==> config.mk <==
export PLATFORM = sky130hd
export DESIGN_NAME = cvxif_mac4b_result_buffer
export DESIGN_NICKNAME = d
export VERILOG_FILES = /design/src/rtl/cvxif_mac4b_instr_pkg.sv /design/src/rtl/cvxif_mac4b_commit_tracker.sv /design/src/rtl/cvxif_mac4b_result_buffer.sv
export SDC_FILE = /design/constraint.sdc
export NUM_CORES = 1
export LEC_CHECK = 0
export ABC_AREA = 1
export BUFFER_PORTS_ARGS = -buffer_cell sky130_fd_sc_hd__buf_2
export CAP_MARGIN = 25
export CORE_MARGIN = 1
export CORE_UTILIZATION = 25
export CTS_BUF_LIST = sky130_fd_sc_hd__clkbuf_2
export DETAILED_ROUTE_END_ITERATION = 6
export PLACE_DENSITY_LB_ADDON = 0.3
export SLEW_MARGIN = 40
export SYNTH_ARGS = -nofsm -noshare
export SYNTH_HDL_FRONTEND = slang
export SYNTH_HIERARCHICAL = 1
export SYNTH_SLANG_ARGS = --single-unit
==> constraint.sdc <==
create_clock -name clk_i -period 8.5 [get_ports clk_i]
set_input_delay 0.425 -clock clk_i [delete_from_list [all_inputs] [get_ports clk_i]]
set_output_delay 0.425 -clock clk_i [all_outputs]
set_load 0.1 [all_outputs]
==> src/rtl/cvxif_mac4b_instr_pkg.sv <==
// Shared types for the mac4b CV-X-IF result path: buffered result entry
// and the per-instruction commit status.
package cvxif_mac4b_instr_pkg;

    // Upper bound on the instruction id width; narrower ids are zero-extended.
    localparam int unsigned MAX_ID_W = 8;
    localparam int unsigned REG_W    = 5;
    localparam int unsigned DATA_W   = 32;

    typedef enum logic [1:0] {
        ST_PENDING   = 2'd0,
        ST_COMMITTED = 2'd1,
        ST_KILLED    = 2'd2
    } commit_status_e;

    typedef struct packed {
        logic [MAX_ID_W-1:0] id;
        logic [REG_W-1:0]    rd;
        logic [DATA_W-1:0]   data;
    } entry_t;

endpackage

==> src/rtl/cvxif_mac4b_commit_tracker.sv <==
// Per-id commit status table. A commit only lands on a PENDING id; a clear
// (entry popped or bypassed) returns the id to PENDING and wins over a
// same-cycle commit to the same id.
module cvxif_mac4b_commit_tracker
    import cvxif_mac4b_instr_pkg::*;
#(
    parameter int unsigned ID_W = 3
) (
    input  logic            clk_i,
    input  logic            rst_ni,
    input  logic            commit_valid_i,
    input  logic [ID_W-1:0] commit_id_i,
    input  logic            commit_kill_i,
    input  logic            clear_valid_i,
    input  logic [ID_W-1:0] clear_id_i,
    output commit_status_e  status_o [2**ID_W]
);

    localparam int unsigned NUM_IDS = 2**ID_W;

    commit_status_e status_q [NUM_IDS];

    // Status update: commit first, then clear so a retiring id ends PENDING.
    always_ff @(posedge clk_i or negedge rst_ni) begin
        if (!rst_ni) begin
            for (int unsigned i = 0; i < NUM_IDS; i++) begin
                status_q[i] <= ST_PENDING;
            end
        end else begin
            if (commit_valid_i && (status_q[commit_id_i] == ST_PENDING)) begin
                status_q[commit_id_i] <= commit_kill_i ? ST_KILLED : ST_COMMITTED;
            end
            if (clear_valid_i) begin
                status_q[clear_id_i] <= ST_PENDING;
            end
        end
    end

    assign status_o = status_q;

endmodule

==> src/rtl/cvxif_mac4b_result_buffer.sv <==
// In-order result buffer between the mac4b datapath and the CV-X-IF result
// channel. Entries leave only once their id is committed; killed heads are
// dropped silently. Optional same-cycle bypass of an empty buffer is enabled
// with the macro CVXIF_MAC4B_RESBUF_BYPASS_EN.
module cvxif_mac4b_result_buffer
    import cvxif_mac4b_instr_pkg::*;
#(
    parameter int unsigned DEPTH = 4,
    parameter int unsigned ID_W  = 3
) (
    input  logic              clk_i,
    input  logic              rst_ni,
    input  logic              in_valid_i,
    output logic              in_ready_o,
    input  logic [ID_W-1:0]   in_id_i,
    input  logic [REG_W-1:0]  in_rd_i,
    input  logic [DATA_W-1:0] in_data_i,
    input  logic              commit_valid_i,
    input  logic [ID_W-1:0]   commit_id_i,
    input  logic              commit_kill_i,
    output logic              x_result_valid_o,
    input  logic              x_result_ready_i,
    output logic [ID_W-1:0]   x_result_id_o,
    output logic [REG_W-1:0]  x_result_rd_o,
    output logic [DATA_W-1:0] x_result_data_o,
    output logic              x_result_we_o,
    output logic              x_result_exc_o,
    output logic [5:0]        x_result_exccode_o
);

    localparam int unsigned PTR_W = $clog2(DEPTH);
    localparam int unsigned CNT_W = PTR_W + 1;
    localparam logic [CNT_W-1:0] CNT_FULL = CNT_W'(DEPTH);

    entry_t           mem [DEPTH];
    logic [PTR_W-1:0] wr_ptr;
    logic [PTR_W-1:0] rd_ptr;
    logic [CNT_W-1:0] count;

    entry_t           head;
    logic [ID_W-1:0]  head_id;
    commit_status_e   status [2**ID_W];
    logic             not_empty;
    logic             head_valid;
    logic             drop;
    logic             push_req;
    logic             push;
    logic             pop;
    logic             bypass;
    logic             clear_valid;
    logic [ID_W-1:0]  clear_id;

    assign head       = mem[rd_ptr];
    assign head_id    = ID_W'(head.id);
    assign not_empty  = (count != '0);
    assign head_valid = not_empty && (status[head_id] == ST_COMMITTED);
    assign drop       = not_empty && (status[head_id] == ST_KILLED);
    assign in_ready_o = (count < CNT_FULL);
    assign push_req   = in_valid_i && in_ready_o;

`ifdef CVXIF_MAC4B_RESBUF_BYPASS_EN
    logic in_committed;
    // A same-cycle commit counts only if the tracker would accept it.
    assign in_committed = (status[in_id_i] == ST_COMMITTED) ||
                          ((status[in_id_i] == ST_PENDING) && commit_valid_i &&
                           (commit_id_i == in_id_i) && !commit_kill_i);
    assign bypass = push_req && !not_empty && in_committed && x_result_ready_i;
`else
    assign bypass = 1'b0;
`endif

    assign push        = push_req && !bypass;
    assign pop         = (head_valid && x_result_ready_i) || drop;
    assign clear_valid = pop || bypass;
    assign clear_id    = bypass ? in_id_i : head_id;

    cvxif_mac4b_commit_tracker #(
        .ID_W (ID_W)
    ) u_tracker (
        .clk_i          (clk_i),
        .rst_ni         (rst_ni),
        .commit_valid_i (commit_valid_i),
        .commit_id_i    (commit_id_i),
        .commit_kill_i  (commit_kill_i),
        .clear_valid_i  (clear_valid),
        .clear_id_i     (clear_id),
        .status_o       (status)
    );

    // Pointer and occupancy bookkeeping; pointers wrap naturally at DEPTH.
    always_ff @(posedge clk_i or negedge rst_ni) begin
        if (!rst_ni) begin
            wr_ptr <= '0;
            rd_ptr <= '0;
            count  <= '0;
        end else begin
            if (push) wr_ptr <= wr_ptr + 1'b1;
            if (pop)  rd_ptr <= rd_ptr + 1'b1;
            case ({push, pop})
                2'b10:   count <= count + 1'b1;
                2'b01:   count <= count - 1'b1;
                default: ;
            endcase
        end
    end

    // Entry storage; contents are qualified by count so no reset is needed.
    always_ff @(posedge clk_i) begin
        if (push) begin
            mem[wr_ptr] <= '{id: MAX_ID_W'(in_id_i), rd: in_rd_i, data: in_data_i};
        end
    end

    // Result mux: committed head, else the bypassed input; zero when idle.
    always_comb begin
        x_result_valid_o = 1'b0;
        x_result_id_o    = '0;
        x_result_rd_o    = '0;
        x_result_data_o  = '0;
        if (head_valid) begin
            x_result_valid_o = 1'b1;
            x_result_id_o    = head_id;
            x_result_rd_o    = head.rd;
            x_result_data_o  = head.data;
        end
`ifdef CVXIF_MAC4B_RESBUF_BYPASS_EN
        else if (bypass) begin
            x_result_valid_o = 1'b1;
            x_result_id_o    = in_id_i;
            x_result_rd_o    = in_rd_i;
            x_result_data_o  = in_data_i;
        end
`endif
    end

    assign x_result_we_o      = x_result_valid_o;
    assign x_result_exc_o     = 1'b0;
    assign x_result_exccode_o = '0;

    logic dup_id;
    // Flags a push whose id already sits somewhere in the buffer.
    always_comb begin
        dup_id = 1'b0;
        for (int unsigned i = 0; i < DEPTH; i++) begin
            if ((CNT_W'(i) < count) &&
                (mem[rd_ptr + PTR_W'(i)].id == MAX_ID_W'(in_id_i))) begin
                dup_id = 1'b1;
            end
        end
    end

    dup_push_a: assert property (@(posedge clk_i) disable iff (!rst_ni) push |-> !dup_id)
        else $error("push of an id already resident in the result buffer");

endmodule

==> results by stage <==
Status:
- The run finished with clean final reports.

Die:
- In this run the count of I/O pins placed on the die edge is 99.
- The die is 180.8 µm wide.
- The total area inside the core boundary comes to 0.03147 mm².
- The row count is 65.
- The die footprint is 0.03268 mm².
- The starting density of the core is 25.39%.
- The die boundary height is 180.8 µm.

Global routing:
- The number of antenna violations at the first check in global routing is 1.
- The via count of the first global-routing pass came to 5,320.
- The global-route track usage on met2 is 18.81%.
- Entering global routing, the biggest net connects 85 pins.
- In the global route stage, overall resource usage came out at 11.60%.
- After global routing the overflow that remains totals 0.
- The global routing stage identified its most utilized layer as met2.
- The first global-routing pass estimated 28,970 µm of wire.
- Global routing consumed, on the met3 layer, 2.741% of the routing resources.
- Global routing consumed, on the met1 layer, 15.51% of the routing resources.

Layout:
- The number of fillers in the final layout is 3,247.
- The final layout contains 889 nets.
- For this run, the number of standard cells in the final layout without fillers is 1,250.
- The layout overhead on the synthesized area is 19.40%.
- The area used by sequential logic in the layout is 0.005383 mm².
- The multi-input combinational cells in the finished layout cover a total of 0.002212 mm².
- Of the cells placed in the final design, the portion with a size suffix greater than 1 is 19.36%.

Critical path:
- STA classifies the critical path endpoint as a primary output.
- The data required time of the worst path is 8080 ps.
- The number of cells on the worst reg-to-reg path is 18.
- The critical path runs through a total of 13 cells.
- Along the worst path, the maximum fanout reaches 41.
- Among all stages on the critical path, the largest delay is contributed by sky130_fd_sc_hd__buf_4.
- Counting both buffers and inverters, the worst setup path holds a total of 6.
- The arrival time at the worst endpoint is 4270 ps.
- The largest stage delay on the critical path is 520 ps.
- The signal on the critical path passes through inv_2 -> buf_4 -> nand2_1 -> nand3_1 -> inv_1 -> nor2_2 -> nand3_1 -> nand2_1 -> inv_2 -> nor3_4 -> inv_4 -> nor2_1 -> buf_2.
- The critical path is of the reg -> out type.
- The startpoint kind of the worst setup timing path is a register.
- Among cell families on the critical path, the largest total delay comes from buffers and inverters.

STA:
- Summed over all failing endpoints, the final setup total negative slack is 0 ps.
- For the finished layout, the period the worst path requires is 4699 ps.
- The worst hold slack across all endpoints is 104.4 ps.
- Setup repair after global routing left no endpoint under its margin.
- The share of the cycle needed by the critical path after routing is 55.28%.
- At the pin with the least slew margin, the transition time is 695.1 ps.
- Setup slack on the critical path of the routed design comes to 3801 ps.
- The max-slew violation count is 0.
- The number of endpoints with negative hold slack in the final report came to 0.
- The headroom to the max-slew limit is 53.59%.
- Clock skew on the completed layout was measured at 52.52 ps.
- The maximum clock rate is 212.8 MHz.
- The number of setup violations in the final report is 0.

Drt:
- The count of nets left with antenna violations once routing finished came out at 0.
- The routed length per instance is 14.52 µm.
- The per-cell via count in the routed design is 4.326.
- The total detailed-routing wirelength is 18,150 µm.
- For this block, the via count after detailed routing is 5,407.
- The number of DRC markers after the initial detailed-route iteration is 296.
- The number of iterations in the first detailed-routing pass is 5.
- After detailed routing, the number of remaining DRC violations is 0.

Synthesis:
- For this run, the register share of the synthesized area comes to 67.33%.
- Yosys printed 6 warnings.
- The number of flip-flops and latches in the synthesized netlist is 183.
- The share of the synthesized area in the top cell type is 60.13%.
- The post-synthesis async set-or-reset flop share is 12.57%.
- The most common cell in the synthesized netlist is sky130_fd_sc_hd__nand2_1.
- The synthesized instance count is 706.
- The most common flop cell mapped by yosys is sky130_fd_sc_hd__edfxtp_1.
- The cell area after synthesis is 0.007990 mm².
- The cell type with the largest total area after synthesis is sky130_fd_sc_hd__edfxtp_1.
- In this run, distinct cell masters in the synthesized netlist total 32.
- A synthesized cell averages 11.32 µm².
- Yosys mapped a number of flops with a built-in enable equal to 160.
- Counting instances in the post-synthesis netlist gives the leading cell types as sky130_fd_sc_hd__nand2_1, sky130_fd_sc_hd__edfxtp_1, sky130_fd_sc_hd__nor2_1.
- In the post-synthesis netlist, the biggest area contributors are sky130_fd_sc_hd__edfxtp_1, sky130_fd_sc_hd__nand2_1, sky130_fd_sc_hd__dfrtp_1.

Placement:
- The number of placed instances, taps included is 1,172.
- The count of buffers inserted at the top-level ports is 91.
- The HPWL after detailed placement is 11,110 µm.
- The setup slack at placement is 4513 ps.
- Routability-driven placement finished with a final weighted congestion of 0.7999.

Clock tree:
- The buffer levels on the longest clock path is 2.
- The tree built by TritonCTS fans out to 183 sinks.
- The number of buffers inserted to repair setup after CTS is 0.
- TritonCTS built the clock tree.
- The number of clock buffers inserted by TritonCTS is 17.
- The tree is rooted in a sky130_fd_sc_hd__clkbuf_2.
- The H-tree was split into 4 levels.
- The number of hold buffers added after CTS was 45.
- The clock slew at the register clock pins of the worst setup and hold paths is 280 ps.
- Once the clock tree was built, the resizer swapped 0 gates to a different size.
- At the later pin of the worst-skew pair, clock insertion delay measures 760 ps.

Run:
- The count of max-cap constraint violations is 0.

Min path:
- The path type of the worst min-delay path is in -> reg.
- The worst hold path was traced through 5 stages.
==> metrics by stage <==
stage / util, % / cell area (µm²)
floorplan: - / 8013
global placement: 28.08 / 8838
detailed placement: 28.10 / 8845
CTS: 30.30 / 9538
global route: 30.31 / 9540
finish: 30.31 / 9540
==> routing by layer <==
metal	wire length, µm	up-vias
li1	-	2679
met1	8734	2585
met2	8399	130
met3	844	13
met4	166	0
met5	0	-
==> cell usage in the layout, fill, tap and decap left out, types with 3 or more instances in the layout <==
master,count
sky130_fd_sc_hd__buf_4,6
sky130_fd_sc_hd__edfxtp_1,160
sky130_fd_sc_hd__a21oi_1,54
sky130_fd_sc_hd__clkinv_8,3
sky130_fd_sc_hd__dlygate4sd3_1,45
sky130_fd_sc_hd__nand3b_1,3
sky130_fd_sc_hd__buf_2,91
sky130_fd_sc_hd__a32o_1,37
sky130_fd_sc_hd__clkbuf_2,17
sky130_fd_sc_hd__clkinv_4,3
sky130_fd_sc_hd__inv_1,58
sky130_fd_sc_hd__o21ai_0,4
sky130_fd_sc_hd__inv_8,4
sky130_fd_sc_hd__xor2_1,3
sky130_fd_sc_hd__nor2_4,6
sky130_fd_sc_hd__ha_1,5
sky130_fd_sc_hd__nand3_1,36
sky130_fd_sc_hd__nand2_1,181
sky130_fd_sc_hd__conb_1,7
sky130_fd_sc_hd__nand4_1,5
sky130_fd_sc_hd__dfrtp_1,21
sky130_fd_sc_hd__inv_2,3
sky130_fd_sc_hd__nor2_2,13
sky130_fd_sc_hd__inv_6,3
sky130_fd_sc_hd__nand3_2,3
sky130_fd_sc_hd__nor2_1,58
==> area by class of cell <==
class,count,share of cell area (%)
Clock inverter,15,1.652
Tap cell,402,5.272
Timing Repair Buffer,143,10.09
Antenna cell,1,0.02623
Multi-Input combinational cell,427,23.19
Inverter,62,2.466
Clock buffer,17,0.8918
Sequential cell,183,56.42
==> kinds of logic (layout without fill, tap and decap cells) <==
kind of cell	count (synthesis)	after routing	synth area share (%)
other	1	8	0.04693
adder cells (fa/ha/maj)	6	6	1.034
multiplexers	2	2	0.2818
AO/OA/AOI/OAI	96	96	8.362
AND/OR/NAND/NOR	312	312	16.86
XOR/XNOR	4	4	0.4385
flip-flops	183	183	67.33
buffers and inverters	102	237	5.637
==> final timing paths <==
kind / startpoint / end / slack, ps
max in group asynchronous: rst_ni / rd_ptr[0]$_DFFE_PN0N_ / 7940
min in group asynchronous: rst_ni / u_tracker/status_o[0]$_DFF_PN0_ / 130
min reg2reg: count[0]$_DFFE_PN0P_ / count[0]$_DFFE_PN0P_ / 530
max: rd_ptr[0]$_DFFE_PN0N_ / x_result_data_o[19] / 3800
min: commit_id_i[1] / u_tracker/status_o[1]$_DFF_PN0_ / 100
max reg2reg: rd_ptr[0]$_DFFE_PN0N_ / count[2]$_DFFE_PN0P_ / 4630
==> worst reg2reg max path, stage by stage, from the launching register on <==
cell and delay (ps):
sky130_fd_sc_hd__dfrtp_2 470, sky130_fd_sc_hd__inv_2 510, sky130_fd_sc_hd__buf_4 520, sky130_fd_sc_hd__nand2_1 130, sky130_fd_sc_hd__nand3_1 90, sky130_fd_sc_hd__inv_1 60, sky130_fd_sc_hd__nor2_2 280, sky130_fd_sc_hd__inv_1 100
sky130_fd_sc_hd__nand3_1 90, sky130_fd_sc_hd__nand2_1 60, sky130_fd_sc_hd__inv_1 110, sky130_fd_sc_hd__nand3_1 140, sky130_fd_sc_hd__nand2_1 210, sky130_fd_sc_hd__ha_1 180, sky130_fd_sc_hd__inv_1 70, sky130_fd_sc_hd__fa_1 380
sky130_fd_sc_hd__a21oi_1 140, sky130_fd_sc_hd__o21ai_0 120, sky130_fd_sc_hd__xor2_1 160
==> sequential cells by signal, indices dropped and copies added, names as in the netlist <==
register            flops
mem                   160
u_tracker/status_o     16
count                   3
rd_ptr                  2
wr_ptr                  2
Power is left out: the tool's default activity adds up to more than one toggle a clock period on the data nets, which glitch-free logic cannot reach.
